File: config.mk
export PLATFORM = sky130hd
export DESIGN_NAME = mc_main_controller
export DESIGN_NICKNAME = d
export VERILOG_FILES = /design/src/rtl/mc_main_controller.sv
export SDC_FILE = /design/constraint.sdc
export NUM_CORES = 1
export LEC_CHECK = 0
export BUFFER_PORTS_ARGS = -buffer_cell sky130_fd_sc_hd__buf_2
export CAP_MARGIN = 0
export CORE_MARGIN = 5
export CORE_UTILIZATION = 39
export DETAILED_ROUTE_END_ITERATION = 16
export GPL_TIMING_DRIVEN = 0
export PLACE_DENSITY_LB_ADDON = 0.08
export SYNTH_ARGS = -nofsm -noshare
export SYNTH_HDL_FRONTEND = slang
export SYNTH_SLANG_ARGS = --single-unit
File: constraint.sdc
create_clock -name clk -period 1.3 [get_ports clk]
set_input_delay 0.065 -clock clk [delete_from_list [all_inputs] [get_ports clk]]
set_output_delay 0.065 -clock clk [all_outputs]
set_load 0.02 [all_outputs]
File: src/rtl/mc_main_controller.sv
// Main control FSM of the multi-cycle RV32I core. It steps the shared ALU, the memory port,
// the register file and the immediate generator through the fetch, decode, execute and writeback steps.
module mc_main_controller #(
  parameter int DW = 32,
  parameter int SW = 4
) (
  input  logic          clk,
  input  logic          rst,
  input  logic [6:0]    op,
  input  logic [2:0]    funct3,
  input  logic          zero,
  input  logic          mem_ready,
  output logic          mem_valid,
  output logic          mem_write,
  output logic          adr_src,
  output logic          ir_write,
  output logic          pc_write,
  output logic          reg_write,
  output logic [1:0]    alu_src_a,
  output logic [1:0]    alu_src_b,
  output logic [1:0]    alu_op,
  output logic [1:0]    result_src,
  output logic [2:0]    imm_src,
  output logic          illegal,
  output logic [SW-1:0] state_o
);

  // Memory handshake: mem_valid is raised and held steady with mem_write/adr_src until the
  // cycle mem_ready is high; that cycle completes the access and the FSM moves on.

  typedef enum logic [3:0] {
    S_FETCH    = 4'd0,
    S_DECODE   = 4'd1,
    S_MEMADR   = 4'd2,
    S_MEMREAD  = 4'd3,
    S_MEMWB    = 4'd4,
    S_MEMWRITE = 4'd5,
    S_EXECR    = 4'd6,
    S_EXECI    = 4'd7,
    S_ALUWB    = 4'd8,
    S_BRANCH   = 4'd9,
    S_JAL      = 4'd10,
    S_LUI      = 4'd11,
    S_TRAP     = 4'd15
  } state_t;

  localparam logic [6:0] OP_LOAD   = 7'b0000011;
  localparam logic [6:0] OP_STORE  = 7'b0100011;
  localparam logic [6:0] OP_RTYPE  = 7'b0110011;
  localparam logic [6:0] OP_ITYPE  = 7'b0010011;
  localparam logic [6:0] OP_BRANCH = 7'b1100011;
  localparam logic [6:0] OP_JAL    = 7'b1101111;
  localparam logic [6:0] OP_LUI    = 7'b0110111;

  // The datapath width does not change any control port.
  if (DW < 1) begin : g_dw_info
  end

  state_t state, next_state;
  logic   mv_raw, mw_raw, irw_raw, pcw_raw, rw_raw;
  logic [2:0] imm_raw;

  always_ff @(posedge clk or posedge rst) begin
    if (rst) begin
      state   <= S_FETCH;
      illegal <= 1'b0;
    end else begin
      state <= next_state;
      if (state == S_TRAP) illegal <= 1'b1;
    end
  end

  always_comb begin
    next_state = state;
    mv_raw     = 1'b0;
    mw_raw     = 1'b0;
    irw_raw    = 1'b0;
    pcw_raw    = 1'b0;
    rw_raw     = 1'b0;
    adr_src    = 1'b0;
    alu_src_a  = 2'b00;
    alu_src_b  = 2'b00;
    alu_op     = 2'b00;
    result_src = 2'b00;
    case (state)
      S_FETCH: begin
        mv_raw    = 1'b1;
        alu_src_b = 2'b10;
        if (mem_ready) begin
          irw_raw    = 1'b1;
          pcw_raw    = 1'b1;
          next_state = S_DECODE;
        end
      end
      S_DECODE: begin
        alu_src_a = 2'b01;
        alu_src_b = 2'b01;
        case (op)
          OP_LOAD, OP_STORE: next_state = S_MEMADR;
          OP_RTYPE:          next_state = S_EXECR;
          OP_ITYPE:          next_state = S_EXECI;
          OP_BRANCH:         next_state = S_BRANCH;
          OP_JAL:            next_state = S_JAL;
          OP_LUI:            next_state = S_LUI;
          default:           next_state = S_TRAP;
        endcase
      end
      S_MEMADR: begin
        alu_src_a  = 2'b10;
        alu_src_b  = 2'b01;
        next_state = (op == OP_LOAD) ? S_MEMREAD : S_MEMWRITE;
      end
      S_MEMREAD: begin
        mv_raw  = 1'b1;
        adr_src = 1'b1;
        if (mem_ready) next_state = S_MEMWB;
      end
      S_MEMWB: begin
        result_src = 2'b01;
        rw_raw     = 1'b1;
        next_state = S_FETCH;
      end
      S_MEMWRITE: begin
        mv_raw  = 1'b1;
        mw_raw  = 1'b1;
        adr_src = 1'b1;
        if (mem_ready) next_state = S_FETCH;
      end
      S_EXECR: begin
        alu_src_a  = 2'b10;
        alu_op     = 2'b10;
        next_state = S_ALUWB;
      end
      S_EXECI: begin
        alu_src_a  = 2'b10;
        alu_src_b  = 2'b01;
        alu_op     = 2'b10;
        next_state = S_ALUWB;
      end
      S_ALUWB: begin
        rw_raw     = 1'b1;
        next_state = S_FETCH;
      end
      S_BRANCH: begin
        alu_src_a = 2'b10;
        alu_op    = 2'b01;
        if (funct3 == 3'b000 || funct3 == 3'b001) begin
          pcw_raw    = (funct3 == 3'b000) ? zero : ~zero;
          next_state = S_FETCH;
        end else begin
          next_state = S_TRAP;
        end
      end
      S_JAL: begin
        alu_src_a  = 2'b01;
        alu_src_b  = 2'b10;
        pcw_raw    = 1'b1;
        next_state = S_ALUWB;
      end
      S_LUI: begin
        // ALU adds the immediate to a zero A operand; the A select is a don't-care here.
        alu_src_b  = 2'b01;
        result_src = 2'b10;
        rw_raw     = 1'b1;
        next_state = S_FETCH;
      end
      S_TRAP:  next_state = S_TRAP;
      default: next_state = S_FETCH;
    endcase
  end

  always_comb begin
    imm_raw = 3'b000;
    case (op)
      OP_STORE:  imm_raw = 3'b001;
      OP_BRANCH: imm_raw = 3'b010;
      OP_JAL:    imm_raw = 3'b011;
      OP_LUI:    imm_raw = 3'b100;
      default:   imm_raw = 3'b000;
    endcase
  end

  // Reset gates the strobes combinationally so an in-flight access is dropped at once.
  assign mem_valid = mv_raw  & ~rst;
  assign mem_write = mw_raw  & ~rst;
  assign ir_write  = irw_raw & ~rst;
  assign pc_write  = pcw_raw & ~rst;
  assign reg_write = rw_raw  & ~rst;
  assign imm_src   = rst ? 3'b000 : imm_raw;
  assign state_o   = SW'(state);

endmodule

; Word level (Yosys, flattened, before mapping)
; Cells that the tools add are included.
[classes]
n_eq_ne = 23
n_mux = 22
bitwise = 7
reduce_logical = 14
[ops]
columns = cell, count
row1 = 4-bit case mux with 8 select lines, 1
row2 = 4-bit case mux with 6 select lines, 1
row3 = "7-bit by 6-bit equality test with 1-bit output, second input constant", 3
row4 = "4-bit equality test, second input constant", 5
row5 = "4-bit by 3-bit equality test with 1-bit output, second input constant", 4
row6 = 4-bit two-way mux, 4
row7 = 2-bit case mux with 2 select lines, 4
row8 = "7-bit equality test, second input constant", 2
row9 = 3-bit case mux with 4 select lines, 1
row10 = 2-bit OR reduction, 5
row11 = 3-bit OR reduction, 3
row12 = "4-bit by 2-bit equality test with 1-bit output, second input constant", 2
row13 = 1-bit two-way mux, 8
row14 = 4-bit OR reduction, 2
row15 = "7-bit by 2-bit equality test with 1-bit output, second input constant", 1
row16 = "7-bit by 5-bit equality test with 1-bit output, second input constant", 1
row17 = 3-bit two-way mux, 2
row18 = "2-bit inequality test, second input constant", 3
row19 = 1-bit AND, 5
row20 = "4-bit by 1-bit equality test with 1-bit output, second input constant", 1
row21 = 4-bit logical NOT, 1
row22 = "3-bit by 1-bit equality test with 1-bit output, second input constant", 1
row23 = 3-bit logical NOT, 1
row24 = 1-bit case mux with 3 select lines, 1
row25 = other kinds (3), 4
[totals]
reg_bits = 5
inputBits = 14
output_inout_bits = 22
word_cells = 68

; Logic depth before layout (Yosys ltp)
[depth]
depth_word = 5
mapped_depth = 6
depth_no_buf = 4

; Least setup slack after synthesis
; No wires, ideal clock.
[synth_timing]
path_type = reg2out
from = reg state[1] (netlist: state_o[1])
to = out reg_write
arrival_ns = 1.765
required_ns = 1.235
setup_slack_ns = -0.530
stages_incl_launch_ff = 6
n_path_buf = 2
path_cell_list = dfrtp_1 buf_2 buf_2 nor3_1 nor2_1 nor2_1
[synth_between]
elab_chain_len = 4
elab_cells_between_ends = 6
classes_between = eq/ne: 3 / mux: 1 / bitwise: 1 / reduce/logical: 1
[synth_rtl]
columns = element, line_no
row1 = from (decl), 59  ; state_t state, next_state;
row2 = from (signal assigned), 68  ; state <= next_state;
row3 = 4-bit equality test / 4-bit by 3-bit equality test with 1-bit output (equally long branches), 85  ; case (state)
row4 = 3-bit OR reduction (no source line) (*), -
row5 = 1-bit two-way mux (*), 85
row6 = 1-bit AND (*), 188  ; assign reg_write = rw_raw & ~rst;
row7 = to (decl), 18  ; output logic reg_write,
; Every way passes the cells marked *; elsewhere a longest branch is shown, timed or not.

; Worst setup path after layout
[layout_timing]
from = reg state[0] (netlist: state_o[0])
to = out mem_valid
[layout_between]
elab_chain_len = 4
elab_cells_between_ends = 6
classes_between = eq/ne: 2 / mux: 1 / bitwise: 1 / reduce/logical: 2
[layout_rtl]
columns = element, line_no
row1 = 4-bit by 3-bit equality test with 1-bit output (tied with other cells), 85
row2 = 3-bit OR reduction (no source line) (*), -
row3 = 1-bit two-way mux (*), 85
row4 = 1-bit AND (*), 184  ; assign mem_valid = mv_raw & ~rst;
row5 = to (decl), 13  ; output logic mem_valid,
; Marked as above.

==> flow_summary.rst <==
.. list-table::
   :header-rows: 1

   * - Metric
     - Value
   * - Post-DR wirelength/cell
     - 19.4 microns
   * - Setup repair after global routing missed its margin
     - true
   * - Final design instance area without fill
     - 1500 sq um
   * - Internal reg-to-reg setup slack
     - -0.13 ns
   * - Clock tree from TritonCTS
     - done
   * - Switching share of total power
     - 0.486
   * - Via count of the routed design
     - 1135
   * - Fin nets
     - 181
   * - Core region area
     - 1750 sq um
   * - Highest metal layer with signal wires
     - met4
   * - Inserted Diodes
     - 0
   * - Cell area power density
     - 2610 nW/um^2
   * - # setup viols final
     - 18
   * - Placed instance area
     - 1050 sq um
   * - Crit path buffers/inverters
     - 2
   * - Critical path data arrival time
     - 1.56 ns
   * - Share of flip-flops with an asynchronous set or reset
     - 1.00
   * - Count of final max-slew check failures
     - 0
   * - Clock H-tree levels
     - 1
   * - Data required time at the worst endpoint
     - 1.24 ns
   * - Flip-flop cell with the highest count after synthesis
     - sky130_fd_sc_hd__dfrtp_1
   * - EDFF count, synth
     - 0
   * - Remaining global-route overflow
     - 0
   * - Fmax
     - 0.615 GHz
   * - Count of placed standard cells including taps
     - 165
   * - Critical Path End
     - mem_valid
   * - Max clock buf depth
     - 2
   * - Number of global-route vias before repair
     - 1015
   * - Max-Cap Viols
     - 0
   * - Die Width
     - 53.1 microns
   * - Largest net degree at the start of global routing
     - 11
   * - Residual DRC count
     - 0
   * - Most area-hungry cell type in the Yosys netlist
     - sky130_fd_sc_hd__dfrtp_1
   * - Cells after synthesis
     - 106
   * - Worst path top cell family by delay
     - flip-flops
   * - Fill cell total of the finished layout
     - 86
   * - Synth area leaders
     - sky130_fd_sc_hd__dfrtp_1, sky130_fd_sc_hd__nor2_1, sky130_fd_sc_hd__nand2b_1, sky130_fd_sc_hd__nor3_1, sky130_fd_sc_hd__buf_2
   * - Worst r2r path cells
     - 6
   * - Starting Density
     - 0.416
   * - Vias per cell
     - 5.94
   * - Die height
     - 53.1 microns
   * - Area share of the largest cell type after synthesis
     - 0.172
   * - Max rail drop VDD
     - 0.00213 V
   * - Number of nets with antenna violations after detailed routing
     - 0
   * - Initial antenna violation count
     - 0
   * - Total number of yosys warnings
     - 0
   * - DRT Wirelength
     - 3.70 mm
   * - Final hold slack
     - 0.289 ns
   * - Period utilization
     - 1.25
   * - Capture instance of the worst register-to-register path
     - state_o[2]$_DFFE_PP0P_
   * - Worst clock skew
     - 0.0125 ns
   * - CP Cell Sequence
     - buf_8, xor2_1, mux2_4, nor3_4, buf_6
   * - Clock latency reported for the late side of the worst-skew pair
     - 0.25 ns
   * - Met3 layer wire length in the routed design
     - 343 microns
   * - Area growth from synthesis to final layout
     - 107%
   * - Total routed wire length on the met1 layer
     - 1.35 mm
   * - Share of final-layout standard cells stronger than drive strength 1
     - 0.639
   * - Aggregate global-route resource usage
     - 0.239
   * - Final core area utilization
     - 0.861
   * - Logic depth of the worst path, buffers included
     - 5
   * - Cell leakage power
     - 0.653 nW
   * - Area of the die
     - 2820 sq um
   * - Routability congestion estimate from global placement
     - 0.846
   * - Design internal power
     - 2.01 mW
   * - Number of different library cells in the post-synthesis netlist
     - 39
   * - Half-perimeter wire length of the detailed placement result
     - 1.81 mm
   * - Net Sw Power
     - 1.90 mW
   * - Initial DRC Count
     - 52
   * - Seq/Total Area, Yosys
     - 0.172
   * - Failing checks
     - setup timing
   * - Number of synthesized register bits
     - 5
   * - Measured slew at the worst slew-check pin
     - 0.580 ns
   * - Crit path launch type
     - flop
   * - Start-to-end type of the worst setup path
     - reg -> out
   * - TritonRoute pass-1 iters
     - 4
   * - Status
     - finished with violations
   * - Critical Path Sink Type
     - output port
   * - Site Rows
     - 15
   * - Synthesized net count
     - 120
   * - Proportion of power drawn by the clock network
     - 0.047
   * - Min cycle time layout
     - 1.63 ns
   * - Combinational group share of total power
     - 0.865
   * - Count of clock tree sinks
     - 5
   * - Mapped cell area
     - 726 sq um
   * - Wire length of the first global-routing pass
     - 4.91 mm
   * - Class of the worst hold path
     - in -> reg
   * - Clock transition at the register clock pins on the worst setup and hold paths after CTS
     - 0.05 ns
   * - FF-to-FF Start
     - state_o[0]$_DFFE_PP0P_
   * - Clock buffer count from CTS
     - 3
   * - Normalized max-slew margin
     - 0.613
   * - Non-Filler Instances
     - 191
   * - Number of top-level pins
     - 36
   * - CTS Root Cell
     - sky130_fd_sc_hd__clkbuf_4
   * - Final setup slack of the worst path
     - -0.327 ns
   * - Register share of total power
     - 0.088
   * - Cell with the largest stage delay on the worst path
     - sky130_fd_sc_hd__dfrtp_2
   * - Total count of hold-check failures in the final report
     - 0
   * - Met2 routed WL
     - 1.83 mm
   * - Crit Path Max Fanout
     - 7
   * - Crit-path max cell delay
     - 0.42 ns
   * - IO Port Bufs
     - 34
   * - Average footprint of a synthesized cell
     - 6.85 sq um
   * - Startpoint of the worst setup timing path
     - state_o[0]$_DFFE_PP0P_
==> synthesized netlist by cell type (all sizes together) (2+ instances only) <==
library cell,n
a2111oi,2
a21oi,5
and2,2
buf,7
clkbuf,2
dfrtp,5
inv,3
mux2i,2
nand2,7
nand2b,7
nand3,3
nand4,2
nor2,14
nor2b,2
nor3,8
nor4,2
o21ai,6
o22ai,3
or3,3
xnor2,3
xor2,2
==> worst reg2reg max path: stages, from the launching register on <==
cell,delay (ns)
sky130_fd_sc_hd__dfrtp_2,0.39
sky130_fd_sc_hd__buf_8,0.14
sky130_fd_sc_hd__buf_4,0.12
sky130_fd_sc_hd__nand2b_4,0.08
sky130_fd_sc_hd__buf_6,0.13
sky130_fd_sc_hd__or3_1,0.34
sky130_fd_sc_hd__o211ai_1,0.12
==> metrics by stage <==
step | setup WS, ns | setup TNS [ns] | total power, mW
after floorplan | -0.111 | -0.505 | 1.81
after global placement | -0.182 | -0.650 | 2.28
after detailed placement | -0.183 | -0.697 | 2.31
after CTS | -0.292 | -2.10 | 3.29
after global routing | -0.392 | -3.96 | 4.12
final | -0.327 | -3.03 | 3.92
==> cell families after synthesis <==
logic type	Yosys count	share of synthesized area
AO/OA/AOI/OAI	26	0.238
XOR/XNOR	5	0.0604
buffers and inverters	12	0.0741
flip-flops	5	0.172
multiplexers	3	0.0431
AND/OR/NAND/NOR	55	0.412
==> worst min path at each step <==
| stage | from | to | cells after the start |
|---|---|---|---|
| floorplan | rst | illegal$_DFFE_PP0N_ | 2 |
| global placement | rst | illegal$_DFFE_PP0N_ | 2 |
| detailed placement | rst | illegal$_DFFE_PP0N_ | 2 |
| CTS | funct3[1] | state_o[3]$_DFFE_PP0P_ | 5 |
| global route | mem_ready | state_o[1]$_DFFE_PP0P_ | 3 |
| finish | mem_ready | state_o[1]$_DFFE_PP0P_ | 3 |
==> power groups by stage <==
| stage | clock, mW | sequential, mW | combinational (mW) |
|---|---|---|---|
| finish | 0.185 | 0.345 | 3.39 |
| global route | 0.213 | 0.352 | 3.55 |
| CTS | 0.184 | 0.301 | 2.81 |
| detailed placement | 0 | 0.280 | 2.03 |
| global placement | 0 | 0.276 | 2.00 |
| floorplan | 0 | 0.369 | 1.44 |
==> cell usage in the layout, fill, tap and decap left out, drive strengths merged, types with 2 or more instances in the layout <==
cell type,Yosys,routed
xnor2,3,3
nor4,2,2
mux2i,2,2
nor3,8,8
nand4,2,2
nor2b,2,2
nor2,14,14
a2111oi,2,2
and2,2,2
dfrtp,5,5
inv,3,2
clkbuf,2,6
nand2,7,7
nand3,3,3
or3,3,3
nand2b,7,7
o21ai,6,6
a21oi,5,5
o22ai,3,3
buf,7,62
xor2,2,2
==> what timing repair did <==
item / CTS / global route
hold endpoints to repair: 5 / 0
resized for setup: 47 / 22
pin swaps: 11 / 10
buffers inserted: 13 / 14
hold buffers: 1 / 0
setup endpoints to repair: 17 / 18
==> final cells by class <==
class / instances / area, sq um / share of cell area
flip-flops and latches: 5 / 130 / 0.0866
plain buffers: 7 / 101 / 0.0674
well taps: 25 / 31.3 / 0.0208
multi-input cells: 89 / 742 / 0.494
clock buffers: 4 / 26.3 / 0.0175
repair buffers: 58 / 457 / 0.304
inverters: 3 / 15.0 / 0.00999
==> metal layers <==
metal | GRT usage | vias to the layer above
li1 | - | 507
met1 | 0.280 | 530
met2 | 0.411 | 81
met3 | 0.0676 | 17
met4 | 0.0851 | 0
met5 | 0 | -
==> registers in the layout, summed over array words and instances, names as in the netlist <==
signal,count
illegal,1
state_o,4
Power figures use the tool's default switching activity.
